$ cat src/rtl/refill_controller.sv
// ---------------------------------------------------------------------------
// refill_controller
//
// Fetches one instruction-cache line after a miss. The controller:
//   - accepts a miss and aligns its address to the start of the line,
//   - issues a single line request to external memory,
//   - forwards LINE_BEATS 80-bit packets from the memory buffer into the
//     cache write port,
//   - reports completion (o_refill_done) or a stalled memory (o_refill_err).
//
// Ports
//   clk              : clock; all state changes on the rising edge
//   arst_n           : synchronous active-low reset
//   i_flush          : abandon any refill and return to IDLE
//   i_miss_valid     : cache miss request valid
//   i_miss_addr      : address of the missing word
//   o_miss_ready     : controller can accept a miss (IDLE only)
//   o_mem_req_valid  : line request to memory valid
//   o_mem_req_addr   : line-aligned request address
//   i_mem_req_ready  : memory accepted the line request
//   i_buf_data       : packet from the memory buffer
//   i_buf_valid      : packet valid
//   o_buf_halt       : asks the buffer to hold its current packet
//   o_fill_valid     : cache write strobe
//   o_fill_addr      : word address being written
//   o_fill_data      : word data being written
//   o_fill_last      : current beat is the final beat of the line
//   i_fill_ready     : cache can accept a write
//   o_refill_done    : one-cycle pulse, line fully written
//   o_refill_err     : one-cycle pulse, memory went silent too long
// ---------------------------------------------------------------------------
module refill_controller #(
    parameter int ADDR_WIDTH = 16,
    parameter int LINE_BEATS = 4,
    parameter int TIMEOUT    = 255
) (
    input  logic                  clk,
    input  logic                  arst_n,
    input  logic                  i_flush,
    input  logic                  i_miss_valid,
    input  logic [ADDR_WIDTH-1:0] i_miss_addr,
    output logic                  o_miss_ready,
    output logic                  o_mem_req_valid,
    output logic [ADDR_WIDTH-1:0] o_mem_req_addr,
    input  logic                  i_mem_req_ready,
    input  logic [79:0]           i_buf_data,
    input  logic                  i_buf_valid,
    output logic                  o_buf_halt,
    output logic                  o_fill_valid,
    output logic [ADDR_WIDTH-1:0] o_fill_addr,
    output logic [79:0]           o_fill_data,
    output logic                  o_fill_last,
    input  logic                  i_fill_ready,
    output logic                  o_refill_done,
    output logic                  o_refill_err
);

    localparam int BW = $clog2(LINE_BEATS);
    localparam logic [BW-1:0]         LAST_BEAT = BW'(LINE_BEATS - 1);
    localparam logic [9:0]            TMO_LAST  = 10'(TIMEOUT - 1);
    localparam logic [ADDR_WIDTH-1:0] LINE_MASK = ~ADDR_WIDTH'(LINE_BEATS - 1);

    typedef enum logic [2:0] {
        IDLE,
        REQ,
        WAIT,
        DONE,
        ERR
    } state_t;

    state_t                state_q, state_d;
    logic [ADDR_WIDTH-1:0] base_q,  base_d;
    logic [BW-1:0]         beat_q,  beat_d;
    logic [9:0]            timer_q, timer_d;
    logic                  accept;

    always_ff @(posedge clk) begin
        if (!arst_n) begin
            state_q <= IDLE;
            base_q  <= '0;
            beat_q  <= '0;
            timer_q <= '0;
        end else begin
            state_q <= state_d;
            base_q  <= base_d;
            beat_q  <= beat_d;
            timer_q <= timer_d;
        end
    end

    // A flush suppresses the write in the same cycle it is raised.
    assign accept = (state_q == WAIT) && i_buf_valid && i_fill_ready && !i_flush;

    always_comb begin
        state_d         = state_q;
        base_d          = base_q;
        beat_d          = beat_q;
        timer_d         = timer_q;
        o_miss_ready    = 1'b0;
        o_mem_req_valid = 1'b0;
        o_mem_req_addr  = '0;
        o_buf_halt      = 1'b0;
        o_fill_valid    = 1'b0;
        o_fill_addr     = '0;
        o_fill_data     = '0;
        o_fill_last     = 1'b0;
        o_refill_done   = 1'b0;
        o_refill_err    = 1'b0;

        unique case (state_q)
            IDLE: begin
                // Not ready while flushing: the flush keeps us in IDLE, so a
                // handshake completed now would be lost.
                o_miss_ready = !i_flush;
                if (i_miss_valid) begin
                    base_d  = i_miss_addr & LINE_MASK;
                    state_d = REQ;
                end
            end
            REQ: begin
                o_mem_req_valid = !i_flush;
                o_mem_req_addr  = base_q;
                if (i_mem_req_ready) begin
                    beat_d  = '0;
                    timer_d = '0;
                    state_d = WAIT;
                end
            end
            WAIT: begin
                o_buf_halt   = !i_fill_ready;
                o_fill_valid = accept;
                o_fill_data  = i_buf_data;
                o_fill_addr  = base_q | ADDR_WIDTH'(beat_q);
                o_fill_last  = (beat_q == LAST_BEAT);
                if (accept) begin
                    timer_d = '0;
                    if (beat_q == LAST_BEAT) begin
                        state_d = DONE;
                    end else begin
                        beat_d = beat_q + BW'(1);
                    end
                end else if (i_fill_ready) begin
                    // Only memory silence counts toward the timeout; a cache
                    // stall (i_fill_ready low) freezes the timer.
                    if (timer_q >= TMO_LAST) begin
                        state_d = ERR;
                    end else begin
                        timer_d = timer_q + 10'd1;
                    end
                end
            end
            DONE: begin
                o_refill_done = !i_flush;
                state_d       = IDLE;
            end
            ERR: begin
                o_refill_err = !i_flush;
                state_d      = IDLE;
            end
            default: state_d = IDLE;
        endcase

        if (i_flush) begin
            state_d = IDLE;
        end
    end

endmodule

$ cat config.mk
export PLATFORM = sky130hd
export DESIGN_NAME = refill_controller
export DESIGN_NICKNAME = d
export VERILOG_FILES = /design/src/rtl/refill_controller.sv
export SDC_FILE = /design/constraint.sdc
export NUM_CORES = 1
export LEC_CHECK = 0
export CORE_ASPECT_RATIO = 1.75
export CORE_MARGIN = 5
export CORE_UTILIZATION = 32
export DETAILED_ROUTE_END_ITERATION = 8
export MAX_ROUTING_LAYER = met4
export PLACE_DENSITY = 0.86
export SKIP_CTS_REPAIR_TIMING = 1
export SYNTH_ARGS = -nofsm -noshare
export SYNTH_HDL_FRONTEND = slang
export SYNTH_SLANG_ARGS = --single-unit
export TNS_END_PERCENT = 100
$ cat constraint.sdc
create_clock -name clk -period 2.85 [get_ports clk]
set_input_delay 0.57 -clock clk [delete_from_list [all_inputs] [get_ports clk]]
set_output_delay 0.57 -clock clk [all_outputs]
set_load 0.01 [all_outputs]
**Yosys cells after proc, flatten, opt, wreduce, memory -nomap -nowiden**

Index checks and enable logic that the tools add are counted.

- Bits in registers: 29

- $add $sub $neg: 2
- Magnitude comparators: 1
- Equality and inequality tests: 13
- Multiplexer cells: 26
- Bitwise gates (word level): 2
- Reductions and logical operators: 12

Operators with widths:

| kind | count |
|---|---|
| $mux 80 | 1 |
| $mux 10 | 4 |
| $mux 16 | 2 |
| $pmux 10 s2 | 1 |
| $mux 3 | 6 |
| $or 16x2->16 | 1 |
| $add 10x1->10 const B | 1 |
| $ge 10x8->1 const B | 1 |
| $pmux 3 s3 | 1 |
| $ne 2x2->1 const B | 4 |
| $reduce_and 4->1 | 2 |
| $mux 1 | 7 |
| $eq 3x2->1 const B | 2 |
| $mux 2 | 3 |
| $ne 3x2->1 const B | 2 |
| $ne 3x3->1 const B | 2 |
| $reduce_and 5->1 | 1 |
| $pmux 2 s2 | 1 |
| $eq 3x1->1 const B | 1 |
| $eq 3x3->1 const B | 1 |
| $logic_and 1x1->1 | 3 |
| $logic_not 3->1 | 1 |
| $add 2x1->2 const B | 1 |
| $eq 2x2->1 const B | 1 |
| other kinds (5) | 6 |

**Longest topological paths before layout**

- Depth after elaboration: 6
- Depth in mapped cells: 6
- Mapped depth without buffers: 6

**Least setup slack after synthesis**

No wires, ideal clock.

- Kind: register to output
- Start point: register state_q[2]
- End point: output o_fill_addr[0]
- Arrival time: 1.434 ns
- Required time: 2.280 ns
- Path slack: 0.846 ns
- Stages on the path, launching flop included: 6
- Path buffers: 3
- Path through: dfxtp_1 > buf_6 > nor3b_2 > clkbuf_1 > clkbuf_1 > and2_1

- Cells in the longest elaborated chain, start to end: 2

RTL lines:

| item | line | text |
|---|---|---|
| start, declared | 71 | `state_t state_q, state_d;` |
| start signal, assigned | 84 | `state_q <= state_d;` |
| $eq 3x2->1 | 110 | `unique case (state_q)` |
| $mux 16 | 110 |  |
| end, declared | 50 | `output logic [ADDR_WIDTH-1:0] o_fill_addr,` |

Every way passes these cells.

**Worst setup path in the final report**

- Start point: register state_q[0]
- End point: output o_fill_data[50]

- Cells in the longest elaborated chain, start to end: 2

RTL lines:

| item | line | text |
|---|---|---|
| $eq 3x2->1 | 110 |  |
| $mux 80 | 110 |  |
| end, declared | 51 | `output logic [79:0] o_fill_data,` |

Every way passes these cells.

==> reports/summary.md <==
sky130_fd_sc_hd__and2_1 takes more of the synthesized area than any other cell. The largest net degree at the start of global routing was 51; the height of the die was 120.7 µm. The final critical-path share of the clock period is 95.69%, and the number of cells on the worst reg-to-reg path is 5.

Cell at the root of the clock tree: sky130_fd_sc_hd__clkbuf_16. The mean routed wirelength per cell was 16.68 µm; the first-iteration detailed-routing DRC count was 110. The region available for standard cell placement spans 0.006857 mm². The tools report the number of diodes as 0. Buffer levels on the longest clock path: 2. Data on the critical path arrives at its endpoint at 2.16 ns. The tools report the launch point of the worst hold path as base_q[13].

Routability-driven placement finished with a final weighted congestion of 0.9008. The logs give 0 for the synthesis warning total and 2933 for the count of vias placed by the detailed router. The flow ran to the end, and the final reports show no timing, DRC or antenna violations.

Summed over all cells, the static leakage comes to 1.746 nW. Summed over all failing endpoints, the final setup total negative slack is 0 ns. In this run the critical register-to-register path is launched from timer_q[1].

The total power per unit cell area was 275.3 mW/mm². During placement, the flow inserted port buffers numbering 217. The clock net in this run drives a total of 29 sinks. Once placement finished, the instance area stood at 0.004487 mm².

The number of vias per cell is 4.864. The worst path needs 2.727 ns of the cycle, external delays included. The run gives 57.92% as the worst slew margin relative to its limit. For this run, the leading register cell type out of synthesis is sky130_fd_sc_hd__dfxtp_1. After synthesis the netlist holds a flip-flop and latch count of 29. Of the post-synthesis cell area, the dominant cell type holds 30.69%.

Synthesis handed over a netlist of 309 instances. The maximum fanout along the worst path works out to 50. The count of nets left with antenna violations once routing finished came out at 0. The H-tree was split into 2 levels. The share of synthesized registers carrying an async set or reset is 0%. Summing the sequential cell areas from Yosys gives 25.89% of the chip area. The final core utilization came out at 67.96%. Once the floorplan was initialized, standard cells occupied 32.70% of the core. Total congestion overflow: 0.

After detailed routing, the total wire length is 10060 µm. The run gives 0.001896 ns as the post-route clock skew. The tools report the number of DRC violations after detailed routing as 0. The pre-antenna-repair detailed-routing pass consisted of 4 iterations. For the number of rows created at floorplan, the log shows 40. The estimated wirelength of the detail-placed design is 8312 µm. At the end of the flow, the number of nets in the layout was 624. Clock tree synthesis inserted a total of 5 buffers. Clock-pin slew was measured on the worst setup and hold paths at 0.05 ns. The clock reaches the later pin of the worst-skew pair after 0.27 ns. The final number of max-transition violations was 0.

For the number of top-level design ports, the log shows 222. The logs give 15040 µm for the wire length of the first global-routing pass and 49 for the post-synthesis cell type count. All-layer global routing usage: 22.20%.

The signed area change from the synthesized netlist to the final layout is 107.8%. The launch point of the critical path was state_q[0]. The termination of the worst setup path is o_fill_data[50]. Averaged over all synthesized cells, the footprint is 7.256 µm². The number of global-route vias before repair is 2830. The tools report the endpoint of the worst-slack reg-to-reg timing path as timer_q[6]. Setup violations remaining at the end of the flow were counted as 0.

The critical path launch point type was a flip-flop. TritonCTS built the clock tree. Cells with a size suffix above 1 make up 3.854% of the layout.

Setup repair after global routing left no endpoint under its margin. The slew of the pin with the lowest slew margin works out to 0.6256 ns. The number of endpoints with negative hold slack in the final report is 0. In this run the cell area of the synthesized design comes to 0.002242 mm². The number of antenna violations at the first check in global routing is 0.

The critical path endpoint category is a primary output. The area of all placed cells without fillers is 0.004659 mm². The type of the worst min-delay path is reg2reg. Ranked by total cell area, the synthesized netlist is headed by sky130_fd_sc_hd__and2_1, sky130_fd_sc_hd__dfxtp_1, sky130_fd_sc_hd__nand2_1, sky130_fd_sc_hd__a21oi_1, sky130_fd_sc_hd__clkbuf_1. The die footprint is 0.008846 mm², and the count of flip-flops with a built-in enable after synthesis is 0.

At the worst endpoint, the required time is 2.28 ns. The critical path start-end classification is reg2out. The highest clock rate came out at 366.7 MHz. The die span in x was 73.28 µm; the peak supply drop was 0.3388 mV. In this run the register-to-register setup slack is 0.82 ns. The max-cap check violation count is 0.
## report_power, final
group | switching [mW] | internal (mW)
sequential | 0.0102 | 0.419
clock | 0.170 | 0.435
combinational | 0.0792 | 0.168
total | 0.260 | 1.02
## worst min-delay path by stage
stage | end | cells past startpoint
floorplan | timer_q[9] | 2
global placement | base_q[13] | 2
detailed placement | base_q[13] | 2
CTS | base_q[13] | 2
global route | base_q[2] | 2
finish | base_q[13] | 2
## area by class of cell
type / instances / area (µm²)
timing repair buffer: 222 / 2235
fill: 572 / 2197
multi-input combinational: 254 / 1544
sequential: 29 / 580.6
clock buffer: 7 / 142.6
tap: 84 / 105.1
clock inverter: 1 / 30.03
inverter: 6 / 22.52
## stage by stage
step	hold WS, ns	total power, mW	std cells	worst slack [ns]
floorplan	0.4337	0.5048	310	0.8460
global placement	0.4481	0.6796	595	0.2938
detailed placement	0.4532	0.6851	595	0.2802
CTS	0.4599	1.293	603	0.09559
global route	0.4869	1.330	603	0.002043
finish	0.4581	1.283	603	0.1228
## cell families (layout without fill, tap and decap cells)
| family | after synthesis | in the layout | synth area share [%] |
|---|---|---|---|
| muxes | 3 | 3 | 1.339 |
| DFF | 29 | 29 | 25.89 |
| adders and majority gates | 3 | 3 | 1.674 |
| buffers and inverters | 27 | 236 | 5.692 |
| and+or+nand+nor | 196 | 196 | 50.89 |
| other | 1 | 2 | 0.1673 |
| AOI/OAI and AO/OA | 50 | 50 | 14.34 |
## placed cells by master, fill, tap and decap left out, types with 2 or more instances in the layout
master / n
sky130_fd_sc_hd__buf_12: 2
sky130_fd_sc_hd__a21oi_1: 24
sky130_fd_sc_hd__nor2b_1: 3
sky130_fd_sc_hd__nor4_1: 3
sky130_fd_sc_hd__o22ai_1: 2
sky130_fd_sc_hd__clkbuf_16: 5
sky130_fd_sc_hd__nor3_1: 2
sky130_fd_sc_hd__nor2_1: 9
sky130_fd_sc_hd__inv_1: 6
sky130_fd_sc_hd__mux2i_1: 3
sky130_fd_sc_hd__nand3_1: 8
sky130_fd_sc_hd__buf_4: 3
sky130_fd_sc_hd__conb_1: 2
sky130_fd_sc_hd__and3_1: 2
sky130_fd_sc_hd__and2_1: 110
sky130_fd_sc_hd__o211ai_1: 4
sky130_fd_sc_hd__nand4_1: 2
sky130_fd_sc_hd__dfxtp_1: 29
sky130_fd_sc_hd__clkdlybuf4s50_1: 217
sky130_fd_sc_hd__o21ai_0: 3
sky130_fd_sc_hd__a31oi_1: 5
sky130_fd_sc_hd__or3_1: 2
sky130_fd_sc_hd__ha_1: 3
sky130_fd_sc_hd__nand2_1: 41
## critical path, cell delays in order, from the launching register on
cell	delay, ns
sky130_fd_sc_hd__dfxtp_1	0.48
sky130_fd_sc_hd__nor3b_4	0.45
sky130_fd_sc_hd__buf_12	0.24
sky130_fd_sc_hd__and2_1	0.16
sky130_fd_sc_hd__clkdlybuf4s50_1	0.55
## registers in the layout, indices dropped and copies added (netlist names)
signal and flops:
timer_q 10, base_q 14, state_q 3, beat_q 2
## layer usage
layer / global-route usage (%) / wire length (µm)
met3: 7.321 / 1262
met1: 21.91 / 3336
met2: 41.59 / 5384
met4: 3.580 / 72
met5: - / 0
## synth_stat cells, types with 2 or more instances
library cell / count
sky130_fd_sc_hd__nor2b_1: 3
sky130_fd_sc_hd__nand4_1: 2
sky130_fd_sc_hd__nand3_1: 8
sky130_fd_sc_hd__buf_4: 3
sky130_fd_sc_hd__and3_1: 2
sky130_fd_sc_hd__nor3_1: 2
sky130_fd_sc_hd__a21oi_1: 24
sky130_fd_sc_hd__nor2_1: 9
sky130_fd_sc_hd__o21ai_0: 3
sky130_fd_sc_hd__clkbuf_1: 16
sky130_fd_sc_hd__buf_6: 2
sky130_fd_sc_hd__nand2_1: 41
sky130_fd_sc_hd__inv_1: 6
sky130_fd_sc_hd__dfxtp_1: 29
sky130_fd_sc_hd__mux2i_1: 3
sky130_fd_sc_hd__or3_1: 2
sky130_fd_sc_hd__and2_1: 110
sky130_fd_sc_hd__ha_1: 3
sky130_fd_sc_hd__o211ai_1: 4
sky130_fd_sc_hd__nor4_1: 3
sky130_fd_sc_hd__a31oi_1: 5
sky130_fd_sc_hd__o22ai_1: 2
Note: power is estimated with default switching activity, not from simulation.
